### config.mk
export PLATFORM = sky130hd
export DESIGN_NAME = obi_xbar_periph_bridge_flat
export DESIGN_NICKNAME = d
export VERILOG_FILES = /design/src/rtl/periph_bridge_pkg.sv /design/src/rtl/xbar_periph_bus.sv /design/src/rtl/periph_slot_table.sv /design/src/rtl/obi_xbar_periph_bridge.sv /design/src/flat_wrapper.sv
export SDC_FILE = /design/constraint.sdc
export NUM_CORES = 1
export LEC_CHECK = 0
export ABC_AREA = 1
export CORE_MARGIN = 2
export CORE_UTILIZATION = 30
export DETAILED_ROUTE_END_ITERATION = 8
export PLACE_DENSITY = 0.79
export SYNTH_ARGS = -nofsm -noshare
export SYNTH_HDL_FRONTEND = slang
export SYNTH_HIERARCHICAL = 1
export SYNTH_SLANG_ARGS = --single-unit
### constraint.sdc
create_clock -name clk_i -period 1.95 [get_ports clk_i]
set_clock_uncertainty 0.05 [all_clocks]
set_input_delay 0.39 -clock clk_i [delete_from_list [all_inputs] [get_ports clk_i]]
set_output_delay 0.39 -clock clk_i [all_outputs]
set_load 0.01 [all_outputs]
### src/rtl/periph_bridge_pkg.sv
// Shared types for the OBI -> XBAR_PERIPH_BUS initiator bridge.
// Optional response timeout is enabled with `define PERIPH_BRIDGE_TIMEOUT_EN.
package periph_bridge_pkg;

  localparam int MAX_AID_WIDTH = 16;
  localparam int TIMER_WIDTH   = 16;

  localparam logic [31:0] TIMEOUT_RDATA = 32'hDEAD_BEEF;

  typedef logic [3:0] slot_idx_t;

  typedef struct packed {
    logic                     valid;
    logic                     zombie;
    logic [MAX_AID_WIDTH-1:0] aid;
    logic [TIMER_WIDTH-1:0]   timer;
  } slot_entry_t;

endpackage

### src/rtl/xbar_periph_bus.sv
// Peripheral interconnect bus: request channel plus out-of-order, id-tagged response channel.
interface XBAR_PERIPH_BUS #(
  parameter int ID_WIDTH = 6
);
  logic                req;
  logic [31:0]         add;
  logic                wen;
  logic [31:0]         wdata;
  logic [3:0]          be;
  logic                gnt;
  logic [ID_WIDTH-1:0] id;
  logic                r_valid;
  logic                r_opc;
  logic [ID_WIDTH-1:0] r_id;
  logic [31:0]         r_rdata;

  modport Master (
    output req, add, wen, wdata, be, id,
    input  gnt, r_valid, r_opc, r_id, r_rdata
  );

  modport Slave (
    input  req, add, wen, wdata, be, id,
    output gnt, r_valid, r_opc, r_id, r_rdata
  );
endinterface

### src/rtl/periph_slot_table.sv
// Outstanding-transaction table: valid mask, lowest-free encoder, aid store and optional timers.
// Timers and zombie slots exist only with `define PERIPH_BRIDGE_TIMEOUT_EN.
module periph_slot_table
  import periph_bridge_pkg::*;
#(
  parameter int AID_WIDTH      = 4,
  parameter int NUM_SLOTS      = 4,
  parameter int TIMEOUT_CYCLES = 1024
) (
  input  logic                 clk_i,
  input  logic                 rst_ni,
  input  logic                 alloc_i,
  input  logic [AID_WIDTH-1:0] alloc_aid_i,
  input  logic                 free_i,
  input  slot_idx_t            lookup_idx_i,
  output logic                 lookup_valid_o,
  output logic                 lookup_zombie_o,
  output logic [AID_WIDTH-1:0] lookup_aid_o,
  output slot_idx_t            free_idx_o,
  output logic                 full_o,
`ifdef PERIPH_BRIDGE_TIMEOUT_EN
  input  logic                 timeout_ack_i,
  output logic                 timeout_req_o,
  output logic [AID_WIDTH-1:0] timeout_aid_o,
`endif
  output logic                 busy_o
);

  slot_entry_t slots_q [NUM_SLOTS];
  slot_entry_t slots_d [NUM_SLOTS];

  // Descending scan so the last write wins with the lowest free index.
  always_comb begin
    full_o     = 1'b1;
    busy_o     = 1'b0;
    free_idx_o = '0;
    for (int i = NUM_SLOTS - 1; i >= 0; i--) begin
      if (slots_q[i].valid) begin
        busy_o = 1'b1;
      end else begin
        full_o     = 1'b0;
        free_idx_o = slot_idx_t'(i);
      end
    end
  end

  always_comb begin
    lookup_valid_o  = 1'b0;
    lookup_zombie_o = 1'b0;
    lookup_aid_o    = '0;
    for (int i = 0; i < NUM_SLOTS; i++) begin
      if (slot_idx_t'(i) == lookup_idx_i) begin
        lookup_valid_o  = slots_q[i].valid;
        lookup_zombie_o = slots_q[i].zombie;
        lookup_aid_o    = slots_q[i].aid[AID_WIDTH-1:0];
      end
    end
  end

`ifdef PERIPH_BRIDGE_TIMEOUT_EN
  slot_idx_t timeout_idx;

  // A slot expires on its last counted cycle and stays pending at 0 until the response slot is free.
  always_comb begin
    timeout_req_o = 1'b0;
    timeout_idx   = '0;
    timeout_aid_o = '0;
    for (int i = NUM_SLOTS - 1; i >= 0; i--) begin
      if (slots_q[i].valid && !slots_q[i].zombie && slots_q[i].timer <= TIMER_WIDTH'(1)) begin
        timeout_req_o = 1'b1;
        timeout_idx   = slot_idx_t'(i);
        timeout_aid_o = slots_q[i].aid[AID_WIDTH-1:0];
      end
    end
  end
`endif

  always_comb begin
    slots_d = slots_q;
    for (int i = 0; i < NUM_SLOTS; i++) begin
`ifdef PERIPH_BRIDGE_TIMEOUT_EN
      if (slots_q[i].valid && !slots_q[i].zombie && slots_q[i].timer != '0) begin
        slots_d[i].timer = slots_q[i].timer - TIMER_WIDTH'(1);
      end
      if (timeout_ack_i && timeout_idx == slot_idx_t'(i)) begin
        slots_d[i].zombie = 1'b1;
      end
`endif
      if (free_i && lookup_idx_i == slot_idx_t'(i)) begin
        slots_d[i] = '0;
      end
      if (alloc_i && !full_o && free_idx_o == slot_idx_t'(i)) begin
        slots_d[i].valid  = 1'b1;
        slots_d[i].zombie = 1'b0;
        slots_d[i].aid    = MAX_AID_WIDTH'(alloc_aid_i);
        slots_d[i].timer  = TIMER_WIDTH'(TIMEOUT_CYCLES);
      end
    end
  end

  always_ff @(posedge clk_i or negedge rst_ni) begin
    if (!rst_ni) begin
      for (int i = 0; i < NUM_SLOTS; i++) begin
        slots_q[i] <= '0;
      end
    end else begin
      slots_q <= slots_d;
    end
  end

endmodule

### src/rtl/obi_xbar_periph_bridge.sv
// OBI initiator to XBAR_PERIPH_BUS master bridge with slot-indexed ids and aid restore on response.
// `define PERIPH_BRIDGE_TIMEOUT_EN adds per-slot response timeouts with error responses.
module obi_xbar_periph_bridge
  import periph_bridge_pkg::*;
#(
  parameter int ID_WIDTH       = 6,
  parameter int AID_WIDTH      = 4,
  parameter int NUM_SLOTS      = 4,
  parameter int TIMEOUT_CYCLES = 1024
) (
  input  logic                 clk_i,
  input  logic                 rst_ni,
  input  logic                 obi_req_i,
  output logic                 obi_gnt_o,
  input  logic [31:0]          obi_addr_i,
  input  logic                 obi_we_i,
  input  logic [3:0]           obi_be_i,
  input  logic [31:0]          obi_wdata_i,
  input  logic [AID_WIDTH-1:0] obi_aid_i,
  output logic                 obi_rvalid_o,
  output logic [31:0]          obi_rdata_o,
  output logic                 obi_err_o,
  output logic [AID_WIDTH-1:0] obi_rid_o,
  XBAR_PERIPH_BUS.Master       periph,
  output logic                 busy_o,
  output logic                 spurious_o
);

  logic                 full;
  slot_idx_t            free_idx;
  slot_idx_t            lookup_idx;
  logic                 lookup_valid;
  logic                 lookup_zombie;
  logic [AID_WIDTH-1:0] lookup_aid;
  logic                 fire;
  logic                 in_range;
  logic                 hit;
  logic                 live_hit;

  logic                 rvalid_q, rvalid_d;
  logic [31:0]          rdata_q, rdata_d;
  logic                 err_q, err_d;
  logic [AID_WIDTH-1:0] rid_q, rid_d;
  logic                 spurious_q, spurious_d;

`ifdef PERIPH_BRIDGE_TIMEOUT_EN
  logic                 timeout_req;
  logic                 timeout_ack;
  logic [AID_WIDTH-1:0] timeout_aid;
`endif

  assign periph.req   = obi_req_i & ~full;
  assign periph.add   = obi_addr_i;
  assign periph.wdata = obi_wdata_i;
  assign periph.be    = obi_be_i;
  assign periph.wen   = ~obi_we_i;
  assign periph.id    = ID_WIDTH'(free_idx);
  assign obi_gnt_o    = periph.gnt & ~full;

  assign fire       = periph.req & periph.gnt;
  assign in_range   = int'(periph.r_id) < NUM_SLOTS;
  assign lookup_idx = slot_idx_t'(periph.r_id);
  assign hit        = periph.r_valid & in_range & lookup_valid;
  assign live_hit   = hit & ~lookup_zombie;

  periph_slot_table #(
    .AID_WIDTH      (AID_WIDTH),
    .NUM_SLOTS      (NUM_SLOTS),
    .TIMEOUT_CYCLES (TIMEOUT_CYCLES)
  ) u_slot_table (
    .clk_i           (clk_i),
    .rst_ni          (rst_ni),
    .alloc_i         (fire),
    .alloc_aid_i     (obi_aid_i),
    .free_i          (hit),
    .lookup_idx_i    (lookup_idx),
    .lookup_valid_o  (lookup_valid),
    .lookup_zombie_o (lookup_zombie),
    .lookup_aid_o    (lookup_aid),
    .free_idx_o      (free_idx),
    .full_o          (full),
`ifdef PERIPH_BRIDGE_TIMEOUT_EN
    .timeout_ack_i   (timeout_ack),
    .timeout_req_o   (timeout_req),
    .timeout_aid_o   (timeout_aid),
`endif
    .busy_o          (busy_o)
  );

  // A genuine periph response always wins the single OBI response slot over a timeout.
  always_comb begin
    rvalid_d   = 1'b0;
    rdata_d    = rdata_q;
    err_d      = err_q;
    rid_d      = rid_q;
    spurious_d = spurious_q | (periph.r_valid & ~hit);
`ifdef PERIPH_BRIDGE_TIMEOUT_EN
    timeout_ack = 1'b0;
`endif
    if (live_hit) begin
      rvalid_d = 1'b1;
      rdata_d  = periph.r_rdata;
      err_d    = periph.r_opc;
      rid_d    = lookup_aid;
    end
`ifdef PERIPH_BRIDGE_TIMEOUT_EN
    else if (timeout_req) begin
      rvalid_d    = 1'b1;
      rdata_d     = TIMEOUT_RDATA;
      err_d       = 1'b1;
      rid_d       = timeout_aid;
      timeout_ack = 1'b1;
    end
`endif
  end

  always_ff @(posedge clk_i or negedge rst_ni) begin
    if (!rst_ni) begin
      rvalid_q   <= 1'b0;
      rdata_q    <= '0;
      err_q      <= 1'b0;
      rid_q      <= '0;
      spurious_q <= 1'b0;
    end else begin
      rvalid_q   <= rvalid_d;
      rdata_q    <= rdata_d;
      err_q      <= err_d;
      rid_q      <= rid_d;
      spurious_q <= spurious_d;
    end
  end

  assign obi_rvalid_o = rvalid_q;
  assign obi_rdata_o  = rdata_q;
  assign obi_err_o    = err_q;
  assign obi_rid_o    = rid_q;
  assign spurious_o   = spurious_q;

endmodule

### src/flat_wrapper.sv
// flat-port wrapper written by rule: the top's interface ports become plain ports
module obi_xbar_periph_bridge_flat import periph_bridge_pkg::*;
#(
  parameter int ID_WIDTH       = 6,
  parameter int AID_WIDTH      = 4,
  parameter int NUM_SLOTS      = 4,
  parameter int TIMEOUT_CYCLES = 1024
)
  (clk_i, rst_ni, obi_req_i, obi_gnt_o, obi_addr_i, obi_we_i, obi_be_i, obi_wdata_i, obi_aid_i, obi_rvalid_o, obi_rdata_o, obi_err_o, obi_rid_o, busy_o, spurious_o, periph_req, periph_add, periph_wen, periph_wdata, periph_be, periph_id, periph_gnt, periph_r_valid, periph_r_opc, periph_r_id, periph_r_rdata);
  XBAR_PERIPH_BUS #(.ID_WIDTH(ID_WIDTH)) periph_i ();
  input  logic clk_i;
  input  logic rst_ni;
  input  logic obi_req_i;
  output logic obi_gnt_o;
  input  logic [31:0] obi_addr_i;
  input  logic obi_we_i;
  input  logic [3:0] obi_be_i;
  input  logic [31:0] obi_wdata_i;
  input  logic [AID_WIDTH-1:0] obi_aid_i;
  output logic obi_rvalid_o;
  output logic [31:0] obi_rdata_o;
  output logic obi_err_o;
  output logic [AID_WIDTH-1:0] obi_rid_o;
  output logic busy_o;
  output logic spurious_o;
  output wire logic [$bits(periph_i.req)-1:0] periph_req;
  output wire logic [$bits(periph_i.add)-1:0] periph_add;
  output wire logic [$bits(periph_i.wen)-1:0] periph_wen;
  output wire logic [$bits(periph_i.wdata)-1:0] periph_wdata;
  output wire logic [$bits(periph_i.be)-1:0] periph_be;
  output wire logic [$bits(periph_i.id)-1:0] periph_id;
  input wire logic [$bits(periph_i.gnt)-1:0] periph_gnt;
  input wire logic [$bits(periph_i.r_valid)-1:0] periph_r_valid;
  input wire logic [$bits(periph_i.r_opc)-1:0] periph_r_opc;
  input wire logic [$bits(periph_i.r_id)-1:0] periph_r_id;
  input wire logic [$bits(periph_i.r_rdata)-1:0] periph_r_rdata;
  assign periph_req = periph_i.req;
  assign periph_add = periph_i.add;
  assign periph_wen = periph_i.wen;
  assign periph_wdata = periph_i.wdata;
  assign periph_be = periph_i.be;
  assign periph_id = periph_i.id;
  assign periph_i.gnt = periph_gnt;
  assign periph_i.r_valid = periph_r_valid;
  assign periph_i.r_opc = periph_r_opc;
  assign periph_i.r_id = periph_r_id;
  assign periph_i.r_rdata = periph_r_rdata;
  obi_xbar_periph_bridge #(.ID_WIDTH(ID_WIDTH), .AID_WIDTH(AID_WIDTH), .NUM_SLOTS(NUM_SLOTS), .TIMEOUT_CYCLES(TIMEOUT_CYCLES)) u_core (.clk_i(clk_i), .rst_ni(rst_ni), .obi_req_i(obi_req_i), .obi_gnt_o(obi_gnt_o), .obi_addr_i(obi_addr_i), .obi_we_i(obi_we_i), .obi_be_i(obi_be_i), .obi_wdata_i(obi_wdata_i), .obi_aid_i(obi_aid_i), .obi_rvalid_o(obi_rvalid_o), .obi_rdata_o(obi_rdata_o), .obi_err_o(obi_err_o), .obi_rid_o(obi_rid_o), .periph(periph_i), .busy_o(busy_o), .spurious_o(spurious_o));
endmodule
### After elaboration in Yosys (flattened, before gate mapping)

Index checks and enable logic that the tools add are counted.

| word-level totals | value |
|---|---|
| bits in registers | 63 |
| bits of input ports | 117 |
| output and inout port bits | 117 |
| logic and storage cells | 87 |

| operators by class | value |
|---|---|
| magnitude comparators | 1 |
| equal/unequal tests | 9 |
| mux-type cells | 32 |
| bitwise logic cells | 12 |
| reductions and logical operators | 16 |

Operators by type and width:

| kind | count |
|---|---|
| 2-to-1 mux 34 bit | 8 |
| 2-to-1 mux 4 bit | 6 |
| equality test 4 x 2 -> 1 bit (second input constant) | 4 |
| 2-to-1 mux 1 bit | 16 |
| logical AND 1 bit | 9 |
| equality test 2 x 4 -> 1 bit (first input constant) | 2 |
| equality test 4 x 1 -> 1 bit (second input constant) | 2 |
| logical NOT 4 bit | 2 |
| nonzero test 2 bit | 4 |
| AND 1 bit | 7 |
| < comparator 6 x 3 -> 1 bit (second input constant) | 1 |
| equality test 1 x 4 -> 1 bit (first input constant) | 1 |
| 2-to-1 mux 2 bit | 2 |
| inverter 1 bit | 4 |
| logical NOT 1 bit | 1 |
| OR 1 bit | 1 |

### Logic depth before layout (Yosys ltp)

| logic depth | value |
|---|---|
| word-level depth | 10 |
| mapped depth | 13 |
| gate-level depth less buffers | 11 |

### By module

Netlist, hierarchy kept.

By module, submodules not included:

| module | times used | cells an instance | area each (µm²) | sequential area each (µm²) |
|---|---|---|---|---|
| obi_xbar_periph_bridge | 1 | 259 | 2,247.2 | 975.9 |
| periph_slot_table | 1 | 141 | 1,123.6 | 500.5 |

### Worst setup path before layout

No wires, ideal clock.

| path | value |
|---|---|
| kind | input to register |
| start | input periph_r_id[3] |
| end | register u_core/u_slot_table/slots_q[84] (netlist bit) |
| library setup time | 0.118 ns |
| arrival time | 1.795 ns |
| setup slack | -0.013 ns |
| cell stages on the path | 12 |
| path buffers | 2 |
| path through | nor2_2 buf_2 nand4_1 nand4_1 nand2_1 nor2_2 buf_6 nand2_1 inv_1 nand4_1 nand3_1 nand2_1 |

| between the ends | value |
|---|---|
| word-level cells in the longest chain between the ends | 8 |

Ends and longest elaborated chain:

| what | RTL line | text |
|---|---|---|
| start: declaration | flat_wrapper.sv:35 | `input wire logic [$bits(periph_i.r_id)-1:0] periph_r_id;` |
| logical NOT 4 bit | periph_slot_table.sv:52 | `if (slot_idx_t'(i) == lookup_idx_i) begin` |
| 2-to-1 mux 1 bit (3 in a row) | periph_slot_table.sv:52 |  |
| 2-to-1 mux 1 bit * | periph_slot_table.sv:52 |  |
| net u_core.lookup_valid | obi_xbar_periph_bridge.sv:32 | `logic lookup_valid;` |
| AND 1 bit * | obi_xbar_periph_bridge.sv:63 | `assign hit = periph.r_valid & in_range & lookup_valid;` |
| net u_core.hit | obi_xbar_periph_bridge.sv:37 | `logic hit;` |
| logical AND 1 bit * | periph_slot_table.sv:89 | `if (free_i && lookup_idx_i == slot_idx_t'(i)) begin` |
| nonzero test 2 bit (no line) * | n/a |  |
| end signal: assignment | periph_slot_table.sv:107 | `slots_q <= slots_d;` |
| end: declaration | periph_slot_table.sv:29 | `slot_entry_t slots_q [NUM_SLOTS];` |

The timed path passes the listed nets; every way through them passes the cells marked *.
A chain may end at the register's enable or synchronous reset.

### Final worst setup path

| path | value |
|---|---|
| start | register u_core/u_slot_table/slots_q[33] (netlist bit) |
| end | output busy_o |

| between the ends | value |
|---|---|
| word-level cells in the longest chain between the ends | 4 |

Ends and longest elaborated chain:

| what | RTL line | text |
|---|---|---|
| 2-to-1 mux 1 bit (4 in a row) | periph_slot_table.sv:38 | `if (slots_q[i].valid) begin` |
| end: declaration | flat_wrapper.sv:24 | `output logic busy_o;` |

No other way between the ends.

==> reports/qor.csv <==
stage,metric,value,unit
power,power.share.clock,0.342,
cts,cts.sinks,59,
finish,final_core_util,0.393,
grt,met1_usage,0.163,
worst_setup_path,critPathMaxFanout,3,
synthesis,seq_area_frac_synth,0.438,
finish,final_common_cell,nand2_1,
finish,n_antenna_cell,0,
placed_design,place.gp.congestion,0.852,
timing,hold_viol_final,0,
finish,layout.nets,558,
synthesis,synth.distinct_cells,23,
finish,n_fill_cell,1099,
floorplan,initial_core_util,0.310,
grt,grt_busiest_layer,met2,
timing,period_needed,1.83,ns
power,power.total,4.17,mW
worst_setup_path,max_stage_delay,0.39,ns
detailed_routing,drtIter0Drc,244,
grt,grt_pass1_wl,13200,um
min_path,hp-class,primary input to async pin,
power,switching_share,0.289,
worst_setup_path,setup.worst_path.start_class,register,
timing,post-route-period-util,0.941,
outcome,status,completed,
cts,htreeDepth,3,
grt,antenna_found_initial,0,
run,maxCapViolCount,0,
floorplan,die_area,12100,sq um
worst_setup_path,crit_family,buffers and inverters,
synthesis,yosysWarnings,6,
placed_design,portBuffers,93,
floorplan,io_pins,234,
detailed_routing,wl_per_cell,14.9,um
worst_setup_path,critical-path-slowest-cell,dfrtp_1,
detailed_routing,drcViolationCount,0,
worst_setup_path,end_kind,primary output,
worst_setup_path,path_buf_inv,3,
worst_setup_path,cp_cell_sequence,inv_1 > buf_4 > nand3_1 > dlygate4sd2_1,
cts,clockBufferDepth,2,
floorplan,die_w,110,um
worst_setup_path,arrival,1.39,ns
grt,met2_usage,0.241,
finish,area_growth,27.0,%
timing,rsz0062_at_grt,false,
worst_setup_path,crit_type,register to primary output,
timing,setup_viol,0,
power,p_sw,1.20,mW
detailed_routing,dr.pass1.iters,4,
floorplan,coreArea,10900,sq um
power,p_int,2.96,mW
finish,layout_common_cells,"nand2_1 (118), clkdlybuf4s50_1 (83), nand4_1 (58), dfrtp_1 (57), nand3_1 (30)",
timing,max_freq,545,MHz
detailed_routing,vias,2794,
power,total_leakage_power,2.15,nW
cts,cts_inserted_buffers,9,
cts,root_buffer,clkbuf_8,
grt,grt_max_degree,60,
power,peakVddDrop,0.497,mV
worst_setup_path,cp.required,1.51,ns
timing,drv_slew,0,
detailed_routing,ant_nets,0,
floorplan,die_y,110,um
cts,clkTransAtPathRegs,0.07,ns
power,p_per_area,973,nW/um^2
grt,gr-usage-met3,0.0417,
grt,grt_pass1_vias,2658,
synthesis,synth-seq-cells,59,
synthesis,netlist_area,3370,sq um
power,p_seq_frac,0.394,
finish,layout-drive-gt1-share,0.148,
synthesis,synth_area_per_cell,8.43,sq um
power,pwr-share-comb,0.264,
placed_design,post-dp-hpwl,6360,um
cts,clock_latency,0.33,ns
detailed_routing,drt-vias-per-instance,4.77,
detailed_routing,drt-total-wl,8740,um
grt,grt_usage,0.141,
grt,overflow,0,
floorplan,rows,38,
cts,cts_tree,done,
synthesis,syn-instance-count,400,
## routing by layer
metal	vias to the layer above	wire length [um]
li1	1329	-
met1	1324	3510
met2	113	4320
met3	28	697
met4	0	206
met5	-	0
## power groups by stage
| stage | clock network [mW] | logic, mW | registers [mW] |
|---|---|---|---|
| 3_3_place_gp | 0 | 1.06 | 1.65 |
| 3_5_place_dp | 0 | 1.10 | 1.66 |
| 4_1_cts | 1.47 | 1.08 | 1.64 |
| 5_1_grt | 1.55 | 1.22 | 1.66 |
| 6_report | 1.43 | 1.10 | 1.64 |
| 2_1_floorplan | 0 | 0.643 | 1.64 |
## per-stage QoR
step | std cells | hold slack [ns] | TNS (ns) | area (sq um) | setup slack [ns]
2_1_floorplan | 403 | 0.0444 | 0 | 3390 | 0.0122
3_3_place_gp | 569 | 0.366 | -15.90 | 3990 | -0.332
3_5_place_dp | 569 | 0.375 | -18.13 | 3990 | -0.395
4_1_cts | 585 | 0.00844 | -0.0992 | 4260 | -0.0992
5_1_grt | 586 | 0.00671 | 0 | 4280 | 0.00185
6_report | 586 | 0.00519 | 0 | 4280 | 0.116
## final timing paths
check	from	endpoint	slack, ns	depth (start not counted)
worst max-delay path	u_core/u_slot_table/slots_q[33]	busy_o	0.12	4
worst min-delay path	rst_ni	u_core/obi_rdata_o[3]	0.005	2
worst max register to register	u_core/u_slot_table/slots_q[101]	u_core/u_slot_table/slots_q[51]	0.24	10
worst min register to register	u_core/spurious_o	u_core/spurious_o	0.42	2
max in group asynchronous	rst_ni	u_core/u_slot_table/slots_q[135]	1.54	2
min in group clk_i	u_core/spurious_o	u_core/spurious_o	0.42	2
## kinds of logic after synthesis
logic type,Yosys count,synth area share
compound gates,2,0.00408
simple gates,223,0.322
buf+inv,114,0.234
flops,59,0.438
other cells,2,0.00223
## what timing repair did
action	in CTS	in global routing
endpoints found under the setup margin	14	59
setup buffers	0	1
gates resized for setup	8	7
hold buffers	0	0
pin swaps	0	3
## worst reg2reg max path: stages, from the launching register on
cell	delay, ns
dfrtp_2	0.43
buf_4	0.14
nand4_1	0.08
nand4_1	0.08
nand2_1	0.08
nor2_2	0.12
nand2_1	0.08
inv_2	0.10
nand4_1	0.21
nand3_1	0.16
nand2_1	0.07
## registers in the layout, indices dropped and copies added, names as in the netlist
name                         count
u_core/u_slot_table/slots_q     20
u_core/obi_rvalid_o              1
u_core/obi_err_o                 1
u_core/obi_rdata_o              32
u_core/spurious_o                1
u_core/obi_rid_o                 4
## synthesized netlist by cell type
master / number / area, sq um
buf_4: 79 / 593
nor2_1: 4 / 15.0
nor2_4: 2 / 22.5
nor2_2: 3 / 18.8
conb_1: 2 / 7.51
buf_8: 2 / 30.0
buf_6: 4 / 45.0
nand3_4: 1 / 17.5
clkbuf_1: 2 / 7.51
inv_2: 3 / 11.3
buf_2: 7 / 35.0
a21oi_1: 1 / 5.00
nand3_1: 30 / 150
a21oi_2: 1 / 8.76
clkinv_2: 2 / 10.0
dfrtp_1: 59 / 1480
nand2_1: 118 / 443
nand4_2: 1 / 12.5
nand2_2: 2 / 12.5
nand3_2: 2 / 20.0
nor3_1: 2 / 10.0
inv_1: 15 / 56.3
nand4_1: 58 / 363
## area by class of cell
class,instances,area (sq um),area share
Clock buffer,12,165,0.0386
Clock inverter,4,95.1,0.0222
Inverter,20,77.6,0.0181
Multi-Input combinational cell,230,1130,0.265
Sequential cell,59,1480,0.345
Tap cell,140,175,0.0409
Timing Repair Buffer,121,1160,0.270
No activity file was read; power rests on OpenSTA's default activity.
